File: src/rtl/control_unit.sv
// Control unit: multi-cycle instruction sequencer for the 16-bit datapath.
// Walks each instruction through fetch, execute and (for loads) writeback,
// inserts interrupt entry between instructions, and decodes datapath controls
// combinationally from the current state and opcode.
module control_unit (
    input  logic        clock,
    input  logic        reset,
    input  logic [15:0] current_instruction,
    input  logic        Z_out,
    input  logic        N_out,
    input  logic        irq,
    output logic        reg_write,
    output logic        mem_to_reg,
    output logic        fetch_instruction,
    output logic        alu_override_imm8,
    output logic        alu_override_imm4,
    output logic        alu_set_flags,
    output logic        set_pc,
    output logic        pc_from_register,
    output logic        pc_from_irq,
    output logic        mem_write,
    output logic        mem_write_is_stack,
    output logic        mem_write_next_pc,
    output logic        mem_write_this_pc,
    output logic        set_sp,
    output logic        increase_sp,
    output logic        reset_irq,
    output logic        halted,
    output logic        in_irq
);

    typedef enum logic [2:0] {
        FETCH_A,
        FETCH_B,
        EXEC,
        LOAD_B,
        IRQ_PUSH,
        IRQ_JUMP,
        HALT
    } state_t;

    state_t     r_state;
    logic       r_in_irq;
    logic [3:0] w_opcode;
    logic [3:0] w_cond;
    logic       w_iret_exec;
    logic       w_irq_take;

    // Jump condition codes; anything above 4 is never taken.
    function automatic logic cond_taken(input logic [3:0] cond, input logic z, input logic n);
        case (cond)
            4'd0:    cond_taken = 1'b1;
            4'd1:    cond_taken = z;
            4'd2:    cond_taken = ~z;
            4'd3:    cond_taken = n;
            4'd4:    cond_taken = ~n;
            default: cond_taken = 1'b0;
        endcase
    endfunction

    assign w_opcode    = current_instruction[15:12];
    assign w_cond      = current_instruction[3:0];
    // An iret clears the mask on the same edge, so a pending irq is taken right away.
    assign w_iret_exec = (r_state == EXEC) && (w_opcode == 4'hA);
    assign w_irq_take  = irq && !(r_in_irq && !w_iret_exec);
    assign in_irq      = r_in_irq;

    // Sequencer state and interrupt-active mask.
    always_ff @(posedge clock) begin
        if (reset) begin
            r_state  <= FETCH_A;
            r_in_irq <= 1'b0;
        end else begin
            case (r_state)
                FETCH_A:  r_state <= FETCH_B;
                FETCH_B:  r_state <= EXEC;
                EXEC: begin
                    case (w_opcode)
                        4'h3:    r_state <= LOAD_B;
                        4'h7:    r_state <= HALT;
                        default: r_state <= w_irq_take ? IRQ_PUSH : FETCH_A;
                    endcase
                    if (w_opcode == 4'hA) r_in_irq <= 1'b0;
                end
                LOAD_B:   r_state <= w_irq_take ? IRQ_PUSH : FETCH_A;
                IRQ_PUSH: r_state <= IRQ_JUMP;
                IRQ_JUMP: begin
                    r_state  <= FETCH_A;
                    r_in_irq <= 1'b1;
                end
                HALT:     r_state <= HALT;
                default:  r_state <= FETCH_A;
            endcase
        end
    end

    // Datapath control decode; everything is forced low while reset is held.
    always_comb begin
        reg_write          = 1'b0;
        mem_to_reg         = 1'b0;
        fetch_instruction  = 1'b0;
        alu_override_imm8  = 1'b0;
        alu_override_imm4  = 1'b0;
        alu_set_flags      = 1'b0;
        set_pc             = 1'b0;
        pc_from_register   = 1'b0;
        pc_from_irq        = 1'b0;
        mem_write          = 1'b0;
        mem_write_is_stack = 1'b0;
        mem_write_next_pc  = 1'b0;
        mem_write_this_pc  = 1'b0;
        set_sp             = 1'b0;
        increase_sp        = 1'b0;
        reset_irq          = 1'b0;
        halted             = 1'b0;
        if (!reset) begin
            case (r_state)
                FETCH_A, FETCH_B: fetch_instruction = 1'b1;
                EXEC: begin
                    case (w_opcode)
                        4'h0: begin
                            reg_write     = 1'b1;
                            alu_set_flags = 1'b1;
                            set_pc        = 1'b1;
                        end
                        4'h1: begin
                            reg_write         = 1'b1;
                            alu_set_flags     = 1'b1;
                            alu_override_imm4 = 1'b1;
                            set_pc            = 1'b1;
                        end
                        4'h2: begin
                            reg_write         = 1'b1;
                            alu_override_imm8 = 1'b1;
                            set_pc            = 1'b1;
                        end
                        4'h3, 4'h7: begin
                        end
                        4'h4: begin
                            mem_write = 1'b1;
                            set_pc    = 1'b1;
                        end
                        4'h5: begin
                            mem_write          = 1'b1;
                            mem_write_is_stack = 1'b1;
                            set_sp             = 1'b1;
                            set_pc             = 1'b1;
                        end
                        4'h8: begin
                            set_pc           = 1'b1;
                            pc_from_register = cond_taken(w_cond, Z_out, N_out);
                        end
                        4'h9: begin
                            mem_write          = 1'b1;
                            mem_write_is_stack = 1'b1;
                            mem_write_next_pc  = 1'b1;
                            set_sp             = 1'b1;
                            set_pc             = 1'b1;
                            pc_from_register   = 1'b1;
                        end
                        4'hA: begin
                            set_pc           = 1'b1;
                            pc_from_register = 1'b1;
                        end
                        default: set_pc = 1'b1;
                    endcase
                end
                LOAD_B: begin
                    mem_to_reg = 1'b1;
                    reg_write  = 1'b1;
                    set_pc     = 1'b1;
                end
                IRQ_PUSH: begin
                    mem_write          = 1'b1;
                    mem_write_is_stack = 1'b1;
                    mem_write_this_pc  = 1'b1;
                    set_sp             = 1'b1;
                end
                IRQ_JUMP: begin
                    set_pc           = 1'b1;
                    pc_from_register = 1'b1;
                    pc_from_irq      = 1'b1;
                    reset_irq        = 1'b1;
                end
                HALT:    halted = 1'b1;
                default: begin
                end
            endcase
        end
    end

endmodule
File: config.mk
export PLATFORM = sky130hd
export DESIGN_NAME = control_unit
export DESIGN_NICKNAME = d
export VERILOG_FILES = /design/src/rtl/control_unit.sv
export SDC_FILE = /design/constraint.sdc
export NUM_CORES = 1
export LEC_CHECK = 0
export CELL_PAD_IN_SITES_DETAIL_PLACEMENT = 1
export CELL_PAD_IN_SITES_GLOBAL_PLACEMENT = 2
export CORE_UTILIZATION = 15
export DETAILED_ROUTE_END_ITERATION = 6
export PLACE_DENSITY_LB_ADDON = 0.1
export SYNTH_ARGS = -nofsm -noshare
export SYNTH_HDL_FRONTEND = slang
export SYNTH_SLANG_ARGS = --single-unit
File: constraint.sdc
create_clock -name clock -period 1.4 [get_ports clock]
set_input_delay 0.21 -clock clock [delete_from_list [all_inputs] [get_ports clock]]
set_output_delay 0.21 -clock clock [all_outputs]
set_load 0.05 [all_outputs]
* After elaboration in Yosys (flattened, before gate mapping)
Cells that the tools add are included.
** Storage, ports and cells
- Output and inout port bits :: 18
- Bits of input ports :: 21
- Register bits :: 4
** Operators by class
- Eq/ne operators :: 20
- Bitwise gates (word level) :: 2
- Reduce and logical (&&, ||, !) cells :: 18
- Multiplexer cells :: 43
** Operators by type and width (count)
- two-way mux 1 bit :: 32
- one-hot mux 3 bit (6 select lines) :: 1
- equality test 4 x 2 -> 1 bit (second input constant) :: 4
- equality test 4 x 3 -> 1 bit (second input constant) :: 4
- one-hot mux 1 bit (2 select lines) :: 7
- equality test 4 bit (second input constant) :: 3
- OR reduction 2 bit :: 6
- equality test 3 bit (second input constant) :: 3
- equality test 4 x 1 -> 1 bit (second input constant) :: 2
- logical NOT 4 bit :: 2
- equality test 3 x 2 -> 1 bit (second input constant) :: 2
- one-hot mux 3 bit (2 select lines) :: 1
- OR reduction 3 bit :: 2
- one-hot mux 1 bit (5 select lines) :: 1
- equality test 3 x 1 -> 1 bit (second input constant) :: 1
- logical AND 1 bit :: 3
- logical NOT 3 bit :: 1
- two-way mux 3 bit :: 1
- logical NOT 1 bit :: 2
- != test 2 x 1 -> 1 bit (second input constant) :: 1
- NOT 1 bit :: 2
- AND reduction 2 bit :: 1
- nonzero test 2 bit :: 1

* Longest topological paths before layout
Gate-level depths: netlist of the first run.
- Depth in word-level cells :: 9
- Depth in mapped cells :: 6
- Depth with buffers taken out :: 4

* Worst setup path after synthesis of the first run
Ideal clock, no wire load.
- Path kind :: reg-to-output
- Start point :: register r_state[1]
- End point :: output set_sp
- Stages on the path, launching flop included :: 6
- Slack :: -1.160 ns
- Path buffers :: 1
- Arrival time :: 2.350 ns
- Cell sequence :: dfxtp_1 nor2b_4 and3_4 a31oi_1 o21ai_0 buf_4
** Between the ends
- Word-level cells in the longest chain between the ends :: 3
** Ends and longest elaborated chain
- start, declared :: line 42 : state_t r_state;
- start signal, assigned :: line 81 : default: r_state <= w_irq_take ? IRQ_PUSH : FETCH_A;
- start signal, assigned :: line 85 : LOAD_B: r_state <= w_irq_take ? IRQ_PUSH : FETCH_A;
- equality test 3 bit / equality test 3 x 2 -> 1 bit (equally long branches)
- one-hot mux 1 bit (2 select lines) (*)
- two-way mux 1 bit (*)
- end, declared :: line 25 : output logic set_sp,
Every way passes the cells marked *; elsewhere a longest branch is shown, timed or not.

* Worst setup path in the final report of the first run
- Start point :: register r_state[1]
- End point :: output pc_from_register
** Between the ends
- Word-level cells in the longest chain between the ends :: 3
** Ends and longest elaborated chain
- equality test 3 bit / equality test 3 x 2 -> 1 bit (equally long branches) :: line 117 : case (r_state)
- one-hot mux 1 bit (2 select lines) (*) :: line 117
- two-way mux 1 bit (*) :: line 116 : if (!reset) begin
- end, declared :: line 19 : output logic pc_from_register,
Marked as above.

==> impl_metrics.json, run 1 <==
{
  "outcome": "complete, but fails checks",
  "violations": "setup timing",
  "fin_ws_ps": -328,
  "dieArea_sq_um": 3480,
  "setup_viol": 15,
  "via_per_inst": 4.28,
  "min_from": "reset",
  "dp_cells": 160,
  "synth_seq_cells": 4,
  "fin_worst_skew_ps": 3.88,
  "die_h_microns": 59.0,
  "fin_crit_ps": 1730,
  "synth_top_cell_by_area": "dfxtp_1",
  "wirelength_mm": 2.28,
  "ant_nets": 0,
  "first_pass_iters": 3,
  "synth_cell_types": 33,
  "n_fill_cell": 353,
  "dpl_cell_area_sq_um": 1200,
  "maxCapViolations": 0,
  "antenna_found_initial": 0,
  "postSynthCellCount": 69,
  "vias": 724,
  "ioPinCount": 39,
  "critPathLaunchType": "register",
  "num_antenna_cells": 0,
  "grt_start_max_net_pins": 8,
  "r2r_start": "r_state[2]$_SDFF_PP0_",
  "hold_path.class": "primary input to register",
  "worstPathMaxFanout": 6,
  "arrival_ps": 1520,
  "post-route-period-util_pct": 123,
  "power_density_nw_per_um2": 447,
  "grt_first_pass_wirelength_mm": 3.80,
  "syn2layout_area_growth_pct": 188,
  "ctsHoldBuffers": 0,
  "layout_commonest_cell": "buf_4",
  "clockRootBuffer": "clkbuf_4",
  "seq_area_frac_synth_pct": 16.5,
  "drc": 0,
  "hpwl_mm": 1.76,
  "drive_gt1_share_pct": 68.0,
  "grt_usage_pct": 15.1,
  "syn_avg_cell_area_sq_um": 7.05,
  "grt_setup_unrepaired": "true",
  "clk_pin_slew_ps": 40,
  "crit_path_end_kind": "output port",
  "critPathLaunch": "r_state[1]$_SDFF_PP0_",
  "stdcell_area_sq_um": 1400,
  "numCtsBuffers": 3,
  "hold_viol": 0,
  "synth_area_leaders": "dfxtp_1, nor2_1, a21oi_1, buf_4, nor3_1",
  "max_freq_mhz": 579,
  "portBuffers": 29,
  "critPathKind": "register to output port",
  "cts_buffer_depth": 2,
  "overflow": 0,
  "ir_drop_mv": 0.167,
  "drt-initial-drc-count": 8,
  "row_count": 20,
  "final_cell_mix": "buf_4, buf_12, buf_6",
  "fp.dieW_microns": 59.0,
  "htree_levels": 1,
  "p_leak_nw": 0.558,
  "final_nets": 148,
  "synth_top_area_share_pct": 16.5,
  "synth_warnings": 0,
  "finalNonFillerCells": 169,
  "tritoncts": "done",
  "syn-num-nets": 90,
  "start_util_pct": 15.8,
  "cp.required_ps": 1190,
  "core_area_sq_um": 3080,
  "slew_violations": 0,
  "clock-sinks": 4,
  "worstSkewPairLatency_ps": 250,
  "post_drt_wl_per_cell_microns": 13.5,
  "first_global_vias": 789,
  "gp_congestion": 0.772,
  "synth_area_sq_um": 487
}
[registers in the layout, indices dropped and copies added, names as in the netlist]
signal	cells
in_irq	1
r_state	3
[metrics by stage]
step | setup TNS, ps | power, mW | setup slack, ps | hold slack (ps) | util, %
2_1_floorplan | -627 | 0.267 | -271 | 393 | -
3_3_place_gp | -5860 | 0.418 | -460 | 524 | 39.0
3_5_place_dp | -5840 | 0.422 | -449 | 528 | 39.0
4_1_cts | -3620 | 0.614 | -353 | 519 | 44.1
5_1_grt | -4420 | 0.657 | -408 | 413 | 45.6
6_report | -3410 | 0.627 | -328 | 381 | 45.6
[final timing paths]
| path | to | slack [ps] | depth (start not counted) |
|---|---|---|---|
| setup reg to reg | r_state[2]$_SDFF_PP0_ | 110 | 5 |
| hold / removal | r_state[0]$_SDFF_PP0_ | 380 | 3 |
| setup / recovery | pc_from_register | -330 | 5 |
| hold reg to reg | r_state[0]$_SDFF_PP0_ | 520 | 1 |
[cell usage after synthesis]
cell type / n
a21boi_0: 1
a21oi_1: 5
a31o_2: 2
a31oi_1: 3
a32oi_1: 1
and3_1: 1
and3_2: 1
and3_4: 1
and3b_1: 1
buf_2: 2
buf_4: 3
buf_6: 1
conb_1: 1
dfxtp_1: 4
inv_1: 3
nand2_1: 3
nand2_2: 3
nand2b_1: 2
nand3_1: 1
nand3b_1: 2
nand4_1: 1
nor2_1: 10
nor2b_1: 1
nor2b_4: 1
nor3_1: 4
nor3_2: 1
nor3_4: 1
o21ai_0: 3
o22a_1: 1
o31a_1: 1
o31ai_2: 1
or2_2: 1
or3_1: 2
[worst max-delay path, cell delays in order (launching register included)]
cell and delay [ps]:
dfxtp_4 380, nor2b_4 150, and3_4 250, nand2_4 60, o31ai_4 260, buf_12 170
[area by class of cell]
class                   count  area (sq um)  share of cell area, %
flip-flops and latches      4          91.3                   6.51
repair buffers             59           704                   50.2
clock buffers               3          22.5                   1.60
multi-input cells          56           517                   36.8
well taps                  44          55.1                   3.92
inverters                   3          13.8                  0.980
[timing repair]
| action | in CTS | in global routing |
|---|---|---|
| pin swaps | 14 | 9 |
| resized for setup | 31 | 10 |
| endpoints found under the setup margin | 18 | 16 |
| buffers inserted | 3 | 3 |
[layer usage]
| metal | track usage [%] | vias to the layer above | share of wire, % | wire, microns |
|---|---|---|---|---|
| li1 | - | 360 | - | - |
| met1 | 17.2 | 340 | 40 | 911 |
| met2 | 27.3 | 19 | 54 | 1240 |
| met3 | 2.20 | 5 | 3.8 | 86 |
| met4 | 7.14 | 0 | 1.8 | 42 |
| met5 | 0 | - | 0 | 0 |
[power breakdown]
group          switching, mW  leakage [nW]  internal (mW)
Combinational          0.161         0.509          0.174
Clock                 0.0592        0.0138         0.0967
Sequential            0.0152        0.0348          0.121
[kinds of logic after synthesis]
family	after synthesis	share of synthesized area, %
and+or+nand+nor	37	46.3
AOI/OAI and AO/OA	18	25.2
buffers and inverters	9	11.3
DFF	4	16.5
other	1	0.770
Note: power is estimated with default switching activity, not from simulation.
==> run 2: changes to the inputs <==
--- a/config.mk
+++ b/config.mk
@@ -7,9 +7,11 @@
 export LEC_CHECK = 0
 export CELL_PAD_IN_SITES_DETAIL_PLACEMENT = 1
 export CELL_PAD_IN_SITES_GLOBAL_PLACEMENT = 2
+export CORE_MARGIN = 2
 export CORE_UTILIZATION = 15
 export DETAILED_ROUTE_END_ITERATION = 6
-export PLACE_DENSITY_LB_ADDON = 0.1
+export PLACE_DENSITY_LB_ADDON = 0.15
+export SLEW_MARGIN = 20
 export SYNTH_ARGS = -nofsm -noshare
 export SYNTH_HDL_FRONTEND = slang
 export SYNTH_SLANG_ARGS = --single-unit
==> run 2 against run 1 <==
  * The flow still finishes with violations (setup timing)
  * Final area increased by 5.9%
  * Utilization increased by 2.7 points
  * Die area is 6.9% higher
  * First-iteration DRC count rose by 63%
==> impl_metrics.json, run 2 (synthesis results as in run 1) <==
{
  "ant_nets": 0,
  "multi_input_area_sq_um": 544,
  "p_clk_share_pct": 22.8,
  "first_global_vias": 837,
  "dieArea_sq_um": 3720,
  "htree_levels": 1,
  "regArea_sq_um": 91.3,
  "via_per_inst": 4.31,
  "grt_setup_unrepaired": "true",
  "p_int_mw": 0.400,
  "cp.required_ps": 1190,
  "p_leak_nw": 0.609,
  "slew_violations": 0,
  "finalNonFillerCells": 176,
  "vias": 759,
  "fin_worst_skew_ps": 3.75,
  "fp.dieW_microns": 61.0,
  "hpwl_mm": 1.84,
  "wl_met1_microns": 999,
  "ctsHoldBuffers": 0,
  "switching_share_pct": 37.2,
  "violations": "setup timing",
  "numCtsBuffers": 3,
  "ir_drop_mv": 0.304,
  "total_power_mw": 0.637,
  "final_cell_mix": "buf_4, buf_12, buf_6",
  "route.met2.wl_mm": 1.49,
  "maxCapViolations": 0,
  "power_density_nw_per_um2": 429,
  "hold_path.class": "register to register",
  "top_layer": "met4",
  "crit_path_end_kind": "output port",
  "num_antenna_cells": 0,
  "slowest_delay_ps": 360,
  "path_cells": "nor3_4 > and3_4 > buf_4 > and3b_2 > buf_12",
  "place_ws_ps": -447,
  "clockRootBuffer": "clkbuf_4",
  "largest_reg_flops": 3,
  "fin_crit_ps": 1720,
  "ioPinCount": 39,
  "fin_tns_setup_ps": -3570,
  "layout_commonest_cell": "buf_4",
  "regMostFlops": "r_state",
  "post-route-period-util_pct": 123,
  "dpl_cell_area_sq_um": 1210,
  "critPathLaunchType": "register",
  "combPwrFrac_pct": 55.5,
  "gp_congestion": 0.734,
  "seq_power_share_pct": 21.7,
  "max_freq_mhz": 583,
  "grt_start_max_net_pins": 8,
  "final_nets": 155,
  "antenna_found_initial": 0,
  "grt_usage_pct": 14.9,
  "portBuffers": 29,
  "worstSkewPairLatency_ps": 240,
  "drc": 0,
  "tritoncts": "done",
  "syn2layout_area_growth_pct": 205,
  "wl_met3_microns": 91,
  "fin_ws_ps": -316,
  "die_h_microns": 61.0,
  "first_pass_iters": 4,
  "hold_viol": 0,
  "setup_viol": 17,
  "drt-initial-drc-count": 13,
  "drive_gt1_share_pct": 72.0,
  "critPathKind": "register to output port",
  "arrival_ps": 1510,
  "wirelength_mm": 2.60,
  "row_count": 20,
  "core_area_sq_um": 3080,
  "post_drt_wl_per_cell_microns": 14.8,
  "crit_slowest_cell": "dfxtp_4",
  "worstPathMaxFanout": 5,
  "start_util_pct": 15.8,
  "clock-sinks": 4,
  "timing.hold.ws_ps": 568,
  "cts_buffer_depth": 2,
  "grt_first_pass_wirelength_mm": 4.00,
  "stdcell_area_sq_um": 1490,
  "postLayoutCoreUtil_pct": 48.3,
  "rrSetupSlack_ps": -110,
  "clk_pin_slew_ps": 40,
  "outcome": "complete, but fails checks",
  "switching_power_mw": 0.237,
  "overflow": 0,
  "n_fill_cell": 353,
  "dp_cells": 161
}
[run 2: changes by cell type in the layout (fill, tap and decap cells not counted), sizes merged]
cell	delta
clkdlybuf4s15	+1
clkbuf	-1
buf	+7
[run 2: power by group through the flow]
stage	clock network, mW	logic (mW)	registers (mW)
global placement	0	0.276	0.141
CTS	0.155	0.315	0.140
finish	0.145	0.354	0.138
global route	0.165	0.374	0.140
detailed placement	0	0.279	0.142
floorplan	0	0.135	0.132
[run 2: final cells by class]
cell class | count | share of cell area, %
tap | 44 | 3.70
timing repair buffer | 66 | 51.1
clock buffer | 3 | 1.52
inverter | 3 | 0.926
sequential | 4 | 6.14
multi-input combinational | 56 | 36.6
[run 2: worst max-delay path: cells and delay by family, from the launching register on]
kind | cells | cell delay (ps)
DFF | 1 | 360
and+or+nand+nor | 3 | 650
buffers and inverters | 2 | 260
[run 2: timing repair]
| action | in CTS | in global routing |
|---|---|---|
| resized for setup | 36 | 12 |
| buffers inserted | 7 | 7 |
| pin swaps | 14 | 19 |
| setup endpoints to repair | 17 | 19 |
[run 2: path summary, 6_finish.rpt]
path / end / from / cells after the start
worst max-delay path: mem_write_next_pc / r_state[2]$_SDFF_PP0_ / 5
worst max register to register: r_state[2]$_SDFF_PP0_ / r_state[2]$_SDFF_PP0_ / 6
worst min-delay path: in_irq$_SDFFE_PP0P_ / in_irq$_SDFFE_PP0P_ / 2
worst min register to register: in_irq$_SDFFE_PP0P_ / in_irq$_SDFFE_PP0P_ / 2
[run 2: layer usage]
metal	up-vias	GRT usage, %
met1	362	17.1
met2	22	27.3
met4	0	4.04
li1	373	-
met5	-	0
met3	2	3.84
